## src/rtl/overcooked_link_pkg.sv

```systemverilog
// Shared constants and state types for the player-controller serial link.
// Used by player_link_rx and uart_rx_byte.
package overcooked_link_pkg;

  localparam logic [7:0] SYNC_BYTE = 8'hA5;
  localparam int         FRAME_LEN = 7;

  localparam int BTN_LEFT  = 0;
  localparam int BTN_RIGHT = 1;
  localparam int BTN_UP    = 2;
  localparam int BTN_DOWN  = 3;
  localparam int BTN_CHOP  = 4;
  localparam int BTN_CARRY = 5;
  localparam int BTN_PAUSE = 6;

  // One parser state per frame byte: HUNT waits for sync, the rest name the byte expected next.
  typedef enum logic [$clog2(FRAME_LEN)-1:0] {
    ST_HUNT, ST_B1, ST_B2, ST_B3, ST_B4, ST_B5, ST_CSUM
  } parse_state_t;

  typedef enum logic [1:0] {RX_IDLE, RX_START, RX_DATA, RX_STOP} rx_state_t;

endpackage

```

## src/rtl/uart_rx_byte.sv

```systemverilog
// 8N1 UART byte receiver: 2-flop synchronizer, mid-bit sampling, stop-bit check.
// byte_valid / stop_err pulse one cycle after the cycle following the stop sample.
module uart_rx_byte
  import overcooked_link_pkg::*;
#(
  parameter int CLKS_PER_BIT = 564
) (
  input  logic       clk_in,
  input  logic       reset_n,
  input  logic       rx_in,
  output logic [7:0] byte_out,
  output logic       byte_valid,
  output logic       stop_err
);

  localparam int CW = $clog2(CLKS_PER_BIT);
  localparam logic [CW-1:0] HALF_LAST = CW'(CLKS_PER_BIT / 2 - 1);
  localparam logic [CW-1:0] BIT_LAST  = CW'(CLKS_PER_BIT - 1);

  logic [1:0]    sync_reg;
  logic          rx_prev_reg;
  rx_state_t     state_reg, state_next;
  logic [CW-1:0] cnt_reg, cnt_next;
  logic [2:0]    bit_reg, bit_next;
  logic [7:0]    shift_reg, shift_next;
  logic          stop_ok_reg, stop_ok_next;
  logic          stop_bad_reg, stop_bad_next;
  logic          valid_reg, err_reg;
  logic          rx_s;

  assign rx_s = sync_reg[1];

  always_comb begin
    state_next    = state_reg;
    cnt_next      = cnt_reg;
    bit_next      = bit_reg;
    shift_next    = shift_reg;
    stop_ok_next  = 1'b0;
    stop_bad_next = 1'b0;
    unique case (state_reg)
      RX_IDLE: begin
        cnt_next = '0;
        bit_next = '0;
        if (rx_prev_reg && !rx_s) state_next = RX_START;
      end
      RX_START: begin
        if (cnt_reg == HALF_LAST) begin
          cnt_next   = '0;
          // A start bit that has gone high again was a glitch.
          state_next = rx_s ? RX_IDLE : RX_DATA;
        end else cnt_next = cnt_reg + 1'b1;
      end
      RX_DATA: begin
        if (cnt_reg == BIT_LAST) begin
          cnt_next   = '0;
          shift_next = {rx_s, shift_reg[7:1]};
          if (bit_reg == 3'd7) state_next = RX_STOP;
          else bit_next = bit_reg + 1'b1;
        end else cnt_next = cnt_reg + 1'b1;
      end
      RX_STOP: begin
        if (cnt_reg == BIT_LAST) begin
          state_next    = RX_IDLE;
          stop_ok_next  = rx_s;
          stop_bad_next = !rx_s;
        end else cnt_next = cnt_reg + 1'b1;
      end
      default: state_next = RX_IDLE;
    endcase
  end

  always_ff @(posedge clk_in or negedge reset_n) begin
    if (!reset_n) begin
      sync_reg     <= 2'b11;
      rx_prev_reg  <= 1'b1;
      state_reg    <= RX_IDLE;
      cnt_reg      <= '0;
      bit_reg      <= '0;
      shift_reg    <= '0;
      stop_ok_reg  <= 1'b0;
      stop_bad_reg <= 1'b0;
      valid_reg    <= 1'b0;
      err_reg      <= 1'b0;
    end else begin
      sync_reg     <= {sync_reg[0], rx_in};
      rx_prev_reg  <= rx_s;
      state_reg    <= state_next;
      cnt_reg      <= cnt_next;
      bit_reg      <= bit_next;
      shift_reg    <= shift_next;
      stop_ok_reg  <= stop_ok_next;
      stop_bad_reg <= stop_bad_next;
      valid_reg    <= stop_ok_reg;
      err_reg      <= stop_bad_reg;
    end
  end

  assign byte_out   = shift_reg;
  assign byte_valid = valid_reg;
  assign stop_err   = err_reg;

endmodule

```

## src/rtl/player_link_rx.sv

```systemverilog
// Player-controller packet receiver: parses 7-byte frames and holds per-player registers.
// Define PLAYER_LINK_CHECKSUM_EN to drop frames whose checksum byte does not match.
module player_link_rx
  import overcooked_link_pkg::*;
#(
  parameter int CLKS_PER_BIT = 564,
  parameter int TIMEOUT_CLKS = 20000
) (
  input  logic            clk_in,
  input  logic            reset_n,
  input  logic            rx_in,
  output logic [3:0][8:0] player_x,
  output logic [3:0][8:0] player_y,
  output logic [3:0][1:0] player_direction,
  output logic [3:0][3:0] player_state,
  output logic [3:0][6:0] player_buttons,
  output logic            frame_valid,
  output logic [1:0]      frame_player,
  output logic [7:0]      framing_err,
  output logic [7:0]      frame_err
);

  localparam int TW = $clog2(TIMEOUT_CLKS + 1);

  logic [7:0]   rx_byte;
  logic         rx_valid, rx_stop_err;
  parse_state_t state_reg, state_next;
  logic         commit, drop, timeout;
  logic [TW-1:0] idle_cnt_reg;
  logic [7:0]   b1_reg, x_lo_reg, y_lo_reg, b4_reg;
  logic         pause_reg;
  logic [6:0]   btn_stage;
  logic [1:0]   id;
  logic         frame_valid_reg;
  logic [1:0]   frame_player_reg;
  logic [7:0]   framing_err_reg, frame_err_reg;
`ifdef PLAYER_LINK_CHECKSUM_EN
  logic [7:0]   csum_reg;
`endif

  uart_rx_byte #(.CLKS_PER_BIT(CLKS_PER_BIT)) u_rx (
    .clk_in    (clk_in),
    .reset_n   (reset_n),
    .rx_in     (rx_in),
    .byte_out  (rx_byte),
    .byte_valid(rx_valid),
    .stop_err  (rx_stop_err)
  );

  // A framing error on the same cycle takes precedence over the timeout.
  assign timeout = (state_reg != ST_HUNT) && !rx_valid && !rx_stop_err &&
                   (idle_cnt_reg >= TW'(TIMEOUT_CLKS));

  always_comb begin
    state_next = state_reg;
    commit     = 1'b0;
    drop       = 1'b0;
    if (rx_stop_err) state_next = ST_HUNT;
    else if (rx_valid) begin
      case (state_reg)
        ST_HUNT: if (rx_byte == SYNC_BYTE) state_next = ST_B1;
        ST_B1:   state_next = ST_B2;
        ST_B2:   state_next = ST_B3;
        ST_B3:   state_next = ST_B4;
        ST_B4:   state_next = ST_B5;
        ST_B5:   state_next = ST_CSUM;
        ST_CSUM: begin
          state_next = ST_HUNT;
`ifdef PLAYER_LINK_CHECKSUM_EN
          if (rx_byte == csum_reg) commit = 1'b1;
          else drop = 1'b1;
`else
          commit = 1'b1;
`endif
        end
        default: state_next = ST_HUNT;
      endcase
    end else if (timeout) state_next = ST_HUNT;
  end

  always_ff @(posedge clk_in or negedge reset_n) begin
    if (!reset_n) begin
      state_reg    <= ST_HUNT;
      idle_cnt_reg <= '0;
      b1_reg       <= '0;
      x_lo_reg     <= '0;
      y_lo_reg     <= '0;
      b4_reg       <= '0;
      pause_reg    <= 1'b0;
    end else begin
      state_reg <= state_next;
      if (state_reg == ST_HUNT || rx_valid) idle_cnt_reg <= '0;
      else if (!(&idle_cnt_reg)) idle_cnt_reg <= idle_cnt_reg + 1'b1;
      if (rx_valid) begin
        case (state_reg)
          ST_B1:   b1_reg    <= rx_byte;
          ST_B2:   x_lo_reg  <= rx_byte;
          ST_B3:   y_lo_reg  <= rx_byte;
          ST_B4:   b4_reg    <= rx_byte;
          ST_B5:   pause_reg <= rx_byte[7];
          default: ;
        endcase
      end
    end
  end

`ifdef PLAYER_LINK_CHECKSUM_EN
  always_ff @(posedge clk_in or negedge reset_n) begin
    if (!reset_n) csum_reg <= '0;
    else if (rx_valid) csum_reg <= (state_reg == ST_HUNT) ? 8'h00 : (csum_reg ^ rx_byte);
  end
`endif

  always_comb begin
    btn_stage            = '0;
    btn_stage[BTN_LEFT]  = b4_reg[0];
    btn_stage[BTN_RIGHT] = b4_reg[1];
    btn_stage[BTN_UP]    = b4_reg[2];
    btn_stage[BTN_DOWN]  = b4_reg[3];
    btn_stage[BTN_CHOP]  = b4_reg[4];
    btn_stage[BTN_CARRY] = b4_reg[5];
    btn_stage[BTN_PAUSE] = pause_reg;
  end

  assign id = b1_reg[7:6];

  generate
    for (genvar gi = 0; gi < 4; gi++) begin : g_player
      logic [8:0] x_reg, y_reg;
      logic [1:0] dir_reg;
      logic [3:0] st_reg;
      logic [6:0] btn_reg;
      always_ff @(posedge clk_in or negedge reset_n) begin
        if (!reset_n) begin
          x_reg   <= '0;
          y_reg   <= '0;
          dir_reg <= '0;
          st_reg  <= '0;
          btn_reg <= '0;
        end else if (commit && id == 2'(gi)) begin
          x_reg   <= {b4_reg[7], x_lo_reg};
          y_reg   <= {b4_reg[6], y_lo_reg};
          dir_reg <= b1_reg[5:4];
          st_reg  <= b1_reg[3:0];
          btn_reg <= btn_stage;
        end
      end
      assign player_x[gi]         = x_reg;
      assign player_y[gi]         = y_reg;
      assign player_direction[gi] = dir_reg;
      assign player_state[gi]     = st_reg;
      assign player_buttons[gi]   = btn_reg;
    end
  endgenerate

  always_ff @(posedge clk_in or negedge reset_n) begin
    if (!reset_n) begin
      frame_valid_reg  <= 1'b0;
      frame_player_reg <= '0;
      framing_err_reg  <= '0;
      frame_err_reg    <= '0;
    end else begin
      frame_valid_reg <= commit;
      if (commit) frame_player_reg <= id;
      if (rx_stop_err && framing_err_reg != 8'hFF) framing_err_reg <= framing_err_reg + 1'b1;
      if ((timeout || drop) && frame_err_reg != 8'hFF) frame_err_reg <= frame_err_reg + 1'b1;
    end
  end

  assign frame_valid  = frame_valid_reg;
  assign frame_player = frame_player_reg;
  assign framing_err  = framing_err_reg;
  assign frame_err    = frame_err_reg;

endmodule

```

## config.mk

```make
export PLATFORM = sky130hd
export DESIGN_NAME = player_link_rx
export DESIGN_NICKNAME = d
export VERILOG_FILES = /design/src/rtl/overcooked_link_pkg.sv /design/src/rtl/uart_rx_byte.sv /design/src/rtl/player_link_rx.sv
export SDC_FILE = /design/constraint.sdc
export NUM_CORES = 1
export LEC_CHECK = 0
export ABC_AREA = 1
export ABC_CLOCK_PERIOD_IN_PS = 1930
export CAP_MARGIN = 20
export CELL_PAD_IN_SITES_DETAIL_PLACEMENT = 1
export CELL_PAD_IN_SITES_GLOBAL_PLACEMENT = 1
export CORE_MARGIN = 2
export CORE_UTILIZATION = 41
export CTS_CLUSTER_DIAMETER = 100
export CTS_CLUSTER_SIZE = 12
export DETAILED_ROUTE_END_ITERATION = 8
export HOLD_SLACK_MARGIN = 0.06
export PLACE_DENSITY = 0.78
export SLEW_MARGIN = 5
export SYNTH_ARGS = -nofsm -noshare
export SYNTH_HDL_FRONTEND = slang
export SYNTH_SLANG_ARGS = --single-unit
```

## constraint.sdc

```tcl
create_clock -name clk_in -period 1.93 [get_ports clk_in]
set_input_delay 0.386 -clock clk_in [delete_from_list [all_inputs] [get_ports clk_in]]
set_output_delay 0.386 -clock clk_in [all_outputs]
set_load 0.01 [all_outputs]
```

==> impl_metrics.yaml, run 1 <==
layout:
  design_area_um2: 11900
  fillCellCount: 2551
  antenna_cells: 0
  fin_nets: 1159
  drive_gt1_share_pct: 10.2
  area_growth_pct: 26.4
place:
  placed_area_um2: 11200
  port_buffers: 145
  dp_hpwl_um: 17600
  pre_cts_ws_ns: 0.0757
  place_congestion: 0.832
hold_path:
  hp-class: "in2reg"
  hold_path_depth: 1
  worst_hold_startpoint: "rx_in"
detailed_routing:
  avgRoutedWirePerCell_um: 17.0
  wirelength_um: 24500
  detailroute.wirelength.met2_um: 12600
  met1_length_um: 10700
  vias: 7307
  via_per_inst: 5.07
  top_layer: "met4"
  drcViolationCount: 0
  drtAntennaViolNets: 0
  drt-pass1-iter-count: 4
  wl_met3_um: 741
  drtIter0Drc: 264
timing:
  setup_ws_ns: 0.0568
  timing.final.hold_violations: 0
  finalCritPeriodShare_pct: 97.1
  worstMarginPinSlew_ns: 0.550
  setup_viol: 0
  slew_headroom_pct: 63.2
  clock_skew_ns: 0.0109
  fmax_ghz: 0.534
  drv_slew: 0
  post-route-min-period_ns: 1.87
yosys:
  netlist_top_cells_count: "nand2_1, dfrtp_1, o21ai_0, inv_1, nor2_1"
  syn_nets: 1001
  synth_warnings: 0
  avgSynthCellArea_um2: 9.50
  yosysTopAreaCellShare_pct: 58.8
  ys_seq_area_share_pct: 59.6
  ys_async_sr_fraction_pct: 100
  synthCells: 990
  synth_cell_types: 39
  ys_ff_latch: 224
  ys_top_cells_by_area: "dfrtp_1, nand2_1, o21ai_0, o21ai_2, inv_1"
  synth_top_flop_cell: "dfrtp_1"
  synth_top_cell_by_area: "dfrtp_1"
  netlist_area_um2: 9410
  synth_enable_flop_cells: 0
  yosysMostFrequentCell: "nand2_1"
critical_path:
  crit_cells: 1
  crit_buf_inv: 1
  crit_start: "frame_err[6]"
  cp_max_fo: 5
  worstRegToRegCells: 8
  slowest_stage: "clkdlybuf4s50_1"
  cp.arrival_ns: 1.49
  endpoint_kind: "output pin"
  path_class: "reg2out"
  r2r_start: "u_rx.byte_valid"
  required_ns: 1.54
  max_stage_delay_ns: 0.56
  crit_chain: "clkdlybuf4s50_1"
  cp_top_family: "buffers and inverters"
  startpoint_type: "flop"
clocking:
  insertion_delay_ns: 0.50
  post_cts_buffers: 0
  cts.clk_slew.worst_paths_ns: 0.06
  cts_buffer_depth: 3
  clock_sinks: 224
  root_buffer: "clkbuf_16"
  numCtsBuffers: 22
  htree_num_levels: 1
  cts_tree: "done"
global_route:
  grt_pass1_wl_um: 40800
  grt_usage_pct: 20.6
  grt_overflow_total: 0
  antenna_found_initial: 0
  grt_pass1_vias: 7795
  grt_max_degree: 64
power:
  p_sw_uw: 2150
  p_sw_share_pct: 23.0
  p_int_uw: 7190
  seqPwrFrac_pct: 51.5
  comb_power_share_pct: 5.6
  powerDensity_nw_per_um2: 785
  p_leak_uw: 0.00534
  p_clk_share_pct: 42.8
  irDropWorstVdd_v: 0.000378
floorplanning:
  core_area_um2: 22600
  io_pins: 146
  die_w_um: 155
  die_h_um: 155
  dieArea_um2: 24200
  num_rows: 55
  initial_utilization_pct: 41.7
run_status:
  status: "finished, final reports clean"
flow_run:
  maxCapViolations: 0
## stage by stage
step	power, uW	util, %	hold slack [ns]	cells	setup TNS [ns]
floorplan	5190	-	0.0904	990	0
global placement	5410	49.8	0.334	1408	0
detailed placement	5430	49.8	0.337	1408	0
CTS	9410	52.6	0.274	1440	0
global route	9690	52.7	0.286	1440	-0.0212
finish	9330	52.7	0.294	1440	0
## path summary, 6_finish.rpt
kind | slack (ns) | to
worst min register to register | 0.34 | u_rx.stop_err
worst max register to register | 0.18 | g_player[1].y_reg[3]
max in group asynchronous | 0.82 | u_rx.sync_reg[1]
worst max-delay path | 0.06 | frame_err[6]
worst min-delay path | 0.29 | u_rx.sync_reg[0]
min in group asynchronous | 0.44 | g_player[2].btn_reg[3]
## power groups by stage
stage | registers, uW | clock network (uW) | logic (uW)
floorplan | 4880 | 0 | 313
global placement | 4890 | 0 | 518
detailed placement | 4890 | 0 | 532
CTS | 4810 | 4070 | 540
global route | 4820 | 4260 | 613
finish | 4810 | 4000 | 527
## kinds of logic after synthesis
family,Yosys count,share of synthesized area [%]
buffers and inverters,128,6.65
AOI/OAI and AO/OA,191,12.0
adders and majority gates,8,1.06
xor gates and xnor gates,18,1.68
and+or+nand+nor,421,18.9
DFF,224,59.6
## worst register-to-register path: cells and delay by family, from the launching register on
| family | cells | cell delay (ns) |
|---|---|---|
| simple gates | 4 | 0.62 |
| buf+inv | 3 | 0.50 |
| flops | 1 | 0.42 |
| compound gates | 1 | 0.09 |
## placed cells by master (no fill, tap or decap), types with 3 or more instances in the layout
| cell type | count |
|---|---|
| clkbuf_16 | 23 |
| o21ai_2 | 43 |
| ha_1 | 8 |
| inv_2 | 3 |
| nor2_1 | 48 |
| clkbuf_1 | 7 |
| nand3_1 | 38 |
| dfrtp_2 | 8 |
| dfstp_2 | 3 |
| xnor2_1 | 5 |
| buf_4 | 8 |
| clkdlybuf4s50_1 | 143 |
| nand2_1 | 293 |
| inv_1 | 92 |
| nor3_1 | 14 |
| o21ai_0 | 98 |
| nand3_4 | 3 |
| dfrtp_1 | 213 |
| xor2_1 | 13 |
| nand4_1 | 8 |
| o21ai_1 | 39 |
| a21oi_1 | 4 |
| buf_12 | 10 |
| nor2_4 | 3 |
## what timing repair did
action	CTS	global route
pin swaps	0	0
hold endpoints to repair	56	0
hold buffers	1	0
endpoints found under the setup margin	2	20
resized for setup	2	9
## per-layer routing
layer | global-route usage [%] | vias up
li1 | - | 3489
met1 | 26.4 | 3674
met2 | 37.7 | 108
met3 | 2.56 | 36
met4 | 4.19 | 0
met5 | 0 | -
## area by class of cell
class / count / area (um2) / share of cell area (%)
well taps: 285 / 357 / 3.00
flip-flops and latches: 224 / 5620 / 47.2
inverters: 97 / 368 / 3.09
clock buffers: 30 / 602 / 5.06
multi-input cells: 638 / 3180 / 26.7
repair buffers: 165 / 1740 / 14.6
clock inverters: 1 / 30.0 / 0.252
Power figures use the tool's default switching activity.
==> run 2: changes to the inputs <==
ABC_CLOCK_PERIOD_IN_PS = not set   (was 1930)
==> results of run 2 <==
Final layout, timing and power as in run 1 (identical DEF).
==> run 3: changes to the inputs <==
CORE_MARGIN = not set   (was 2)
CORE_UTILIZATION = 43   (was 41)
CTS_BUF_LIST = sky130_fd_sc_hd__clkbuf_8   (was not set)
PLACE_DENSITY = 0.82   (was 0.78)
==> impl_metrics.yaml, run 3 (synthesized netlist as in run 1, its figures left out) <==
timing:
  timing.final.hold_violations: 0
  fmax_ghz: 0.533
  fin_hold_ws_ns: 0.281
  setup_viol: 0
  post-route-min-period_ns: 1.88
  setup_tns_ns: 0
  drv_slew: 0
  setup_ws_ns: 0.0539
  clock_skew_ns: 0.0244
  slew_headroom_pct: 61.1
  worstMarginPinSlew_ns: 0.583
  finalCritPeriodShare_pct: 97.2
  rsz0062_at_grt: "no"
critical_path:
  worstRegToRegCells: 8
  cp.arrival_ns: 1.49
  path_class: "reg2out"
  crit_buf_inv: 1
  cp_top_family: "buffers and inverters"
  cp_max_fo: 2
  slowest_stage: "clkdlybuf4s50_1"
  required_ns: 1.54
  r2r_start: "state_reg[2]"
  ff2ff_setup_slack_ns: 0.16
  endpoint_kind: "output pin"
  r2r-end: "g_player[1].y_reg[1]"
  max_stage_delay_ns: 0.56
  startpoint_type: "flop"
  crit_chain: "clkdlybuf4s50_1"
layout:
  multi_input_area_um2: 3180
  final_common_cell: "nand2_1"
  fin_nets: 1165
  antenna_cells: 0
  ff_latch_area_um2: 5610
  area_growth_pct: 23.3
  drive_gt1_share_pct: 10.5
  fillCellCount: 2448
  layout_common_cells: "nand2_1, dfrtp_1, clkdlybuf4s50_1"
hold_path:
  hp-class: "in2reg"
  hold_path_depth: 1
  worst_hold_startpoint: "rx_in"
  holdPathEnd: "u_rx.sync_reg[0]"
global_route:
  grt_util_met1_pct: 28.1
  antenna_found_initial: 0
  grt_pass1_wl_um: 40500
  grt_usage_pct: 22.6
  grt_pass1_vias: 7853
  grt_max_degree: 63
  grt.busiest_layer: "met2"
  grt_overflow_total: 0
  globalRouteMet2Util_pct: 41.2
  grtUsageMet3_pct: 2.80
detailed_routing:
  drtAntennaViolNets: 0
  vias: 7326
  drtIter0Drc: 218
  wirelength_um: 24500
  via_per_inst: 5.13
  drcViolationCount: 0
  drt-pass1-iter-count: 4
  avgRoutedWirePerCell_um: 17.1
floorplanning:
  die_h_um: 150
  num_rows: 53
  die_w_um: 150
  io_pins: 146
  dieArea_um2: 22500
  initial_utilization_pct: 44.3
  core_area_um2: 21200
power:
  p_sw_uw: 1970
  powerDensity_nw_per_um2: 692
  comb_power_share_pct: 6.5
  p_sw_share_pct: 24.5
  p_clk_share_pct: 33.7
  p_leak_uw: 0.00541
  seqPwrFrac_pct: 59.8
  p_int_uw: 6060
  irDropWorstVdd_v: 0.000662
clocking:
  cts_tree: "done"
  clock_sinks: 224
  cts_buffer_depth: 3
  root_buffer: "clkbuf_8"
  htree_num_levels: 1
  numCtsBuffers: 22
  cts.clk_slew.worst_paths_ns: 0.08
  insertion_delay_ns: 0.54
place:
  port_buffers: 145
  pre_cts_ws_ns: 0.0710
  dp_hpwl_um: 17500
  place_congestion: 0.835
run_status:
  status: "finished, final reports clean"
flow_run:
  maxCapViolations: 0
==> run 3: cell count changes in the layout (fill, tap and decap cells not counted), moves of 7 or more <==
cell	previous run	this run
clkdlybuf4s50_1	143	131
clkbuf_16	23	0
dlymetal6s2s_1	1	10
buf_4	8	18
clkbuf_8	0	22
clkbuf_1	7	0
==> run 3: timing repair <==
| action | in CTS | in global routing |
|---|---|---|
| pin swaps | 0 | 0 |
| endpoints found under the setup margin | 10 | 20 |
| hold buffers | 1 | 0 |
| endpoints found under the hold margin | 42 | 0 |
| buffers inserted | 4 | 4 |
| gates resized for setup | 7 | 13 |
==> run 3: how the worst max path moves through the flow <==
stage,from,end,cells after the start
after floorplan,idle_cnt_reg[0],idle_cnt_reg[6],6
after global placement,state_reg[0],idle_cnt_reg[1],8
after detailed placement,state_reg[0],idle_cnt_reg[1],8
after CTS,frame_err[3],frame_err[3],1
after global routing,g_player[3].btn_reg[6],player_buttons[27],1
final,g_player[0].dir_reg[0],player_direction[0],1
==> run 3: area by class of cell <==
cell class | count | area share, %
Clock buffer | 22 | 2.61
Inverter | 97 | 3.17
Multi-Input combinational cell | 638 | 27.4
Clock inverter | 2 | 0.334
Timing Repair Buffer | 171 | 15.1
Sequential cell | 224 | 48.4
Tap cell | 275 | 2.97
==> run 3: through the flow <==
stage               area (um2)  power (uW)  util (%)  instances
floorplan                 9410        5190         -        990
global placement         11200        5400      52.6       1396
detailed placement       11200        5430      52.6       1396
CTS                      11500        8140      54.4       1425
global route             11600        8390      54.7       1429
finish                   11600        8030      54.7       1429
==> run 3: power by group through the flow <==
stage,logic [uW],clock network (uW),registers (uW)
CTS,542,2800,4800
floorplan,313,0,4880
finish,524,2710,4800
detailed placement,540,0,4890
global route,620,2960,4810
global placement,515,0,4890
==> run 3: layer usage <==
| layer | wire length (um) | up-vias | share of wire [%] |
|---|---|---|---|
| met4 | 561 | 0 | 2.3 |
| met2 | 12800 | 149 | 52 |
| li1 | - | 3483 | - |
| met3 | 790 | 45 | 3.2 |
| met5 | 0 | - | 0 |
| met1 | 10400 | 3649 | 42 |
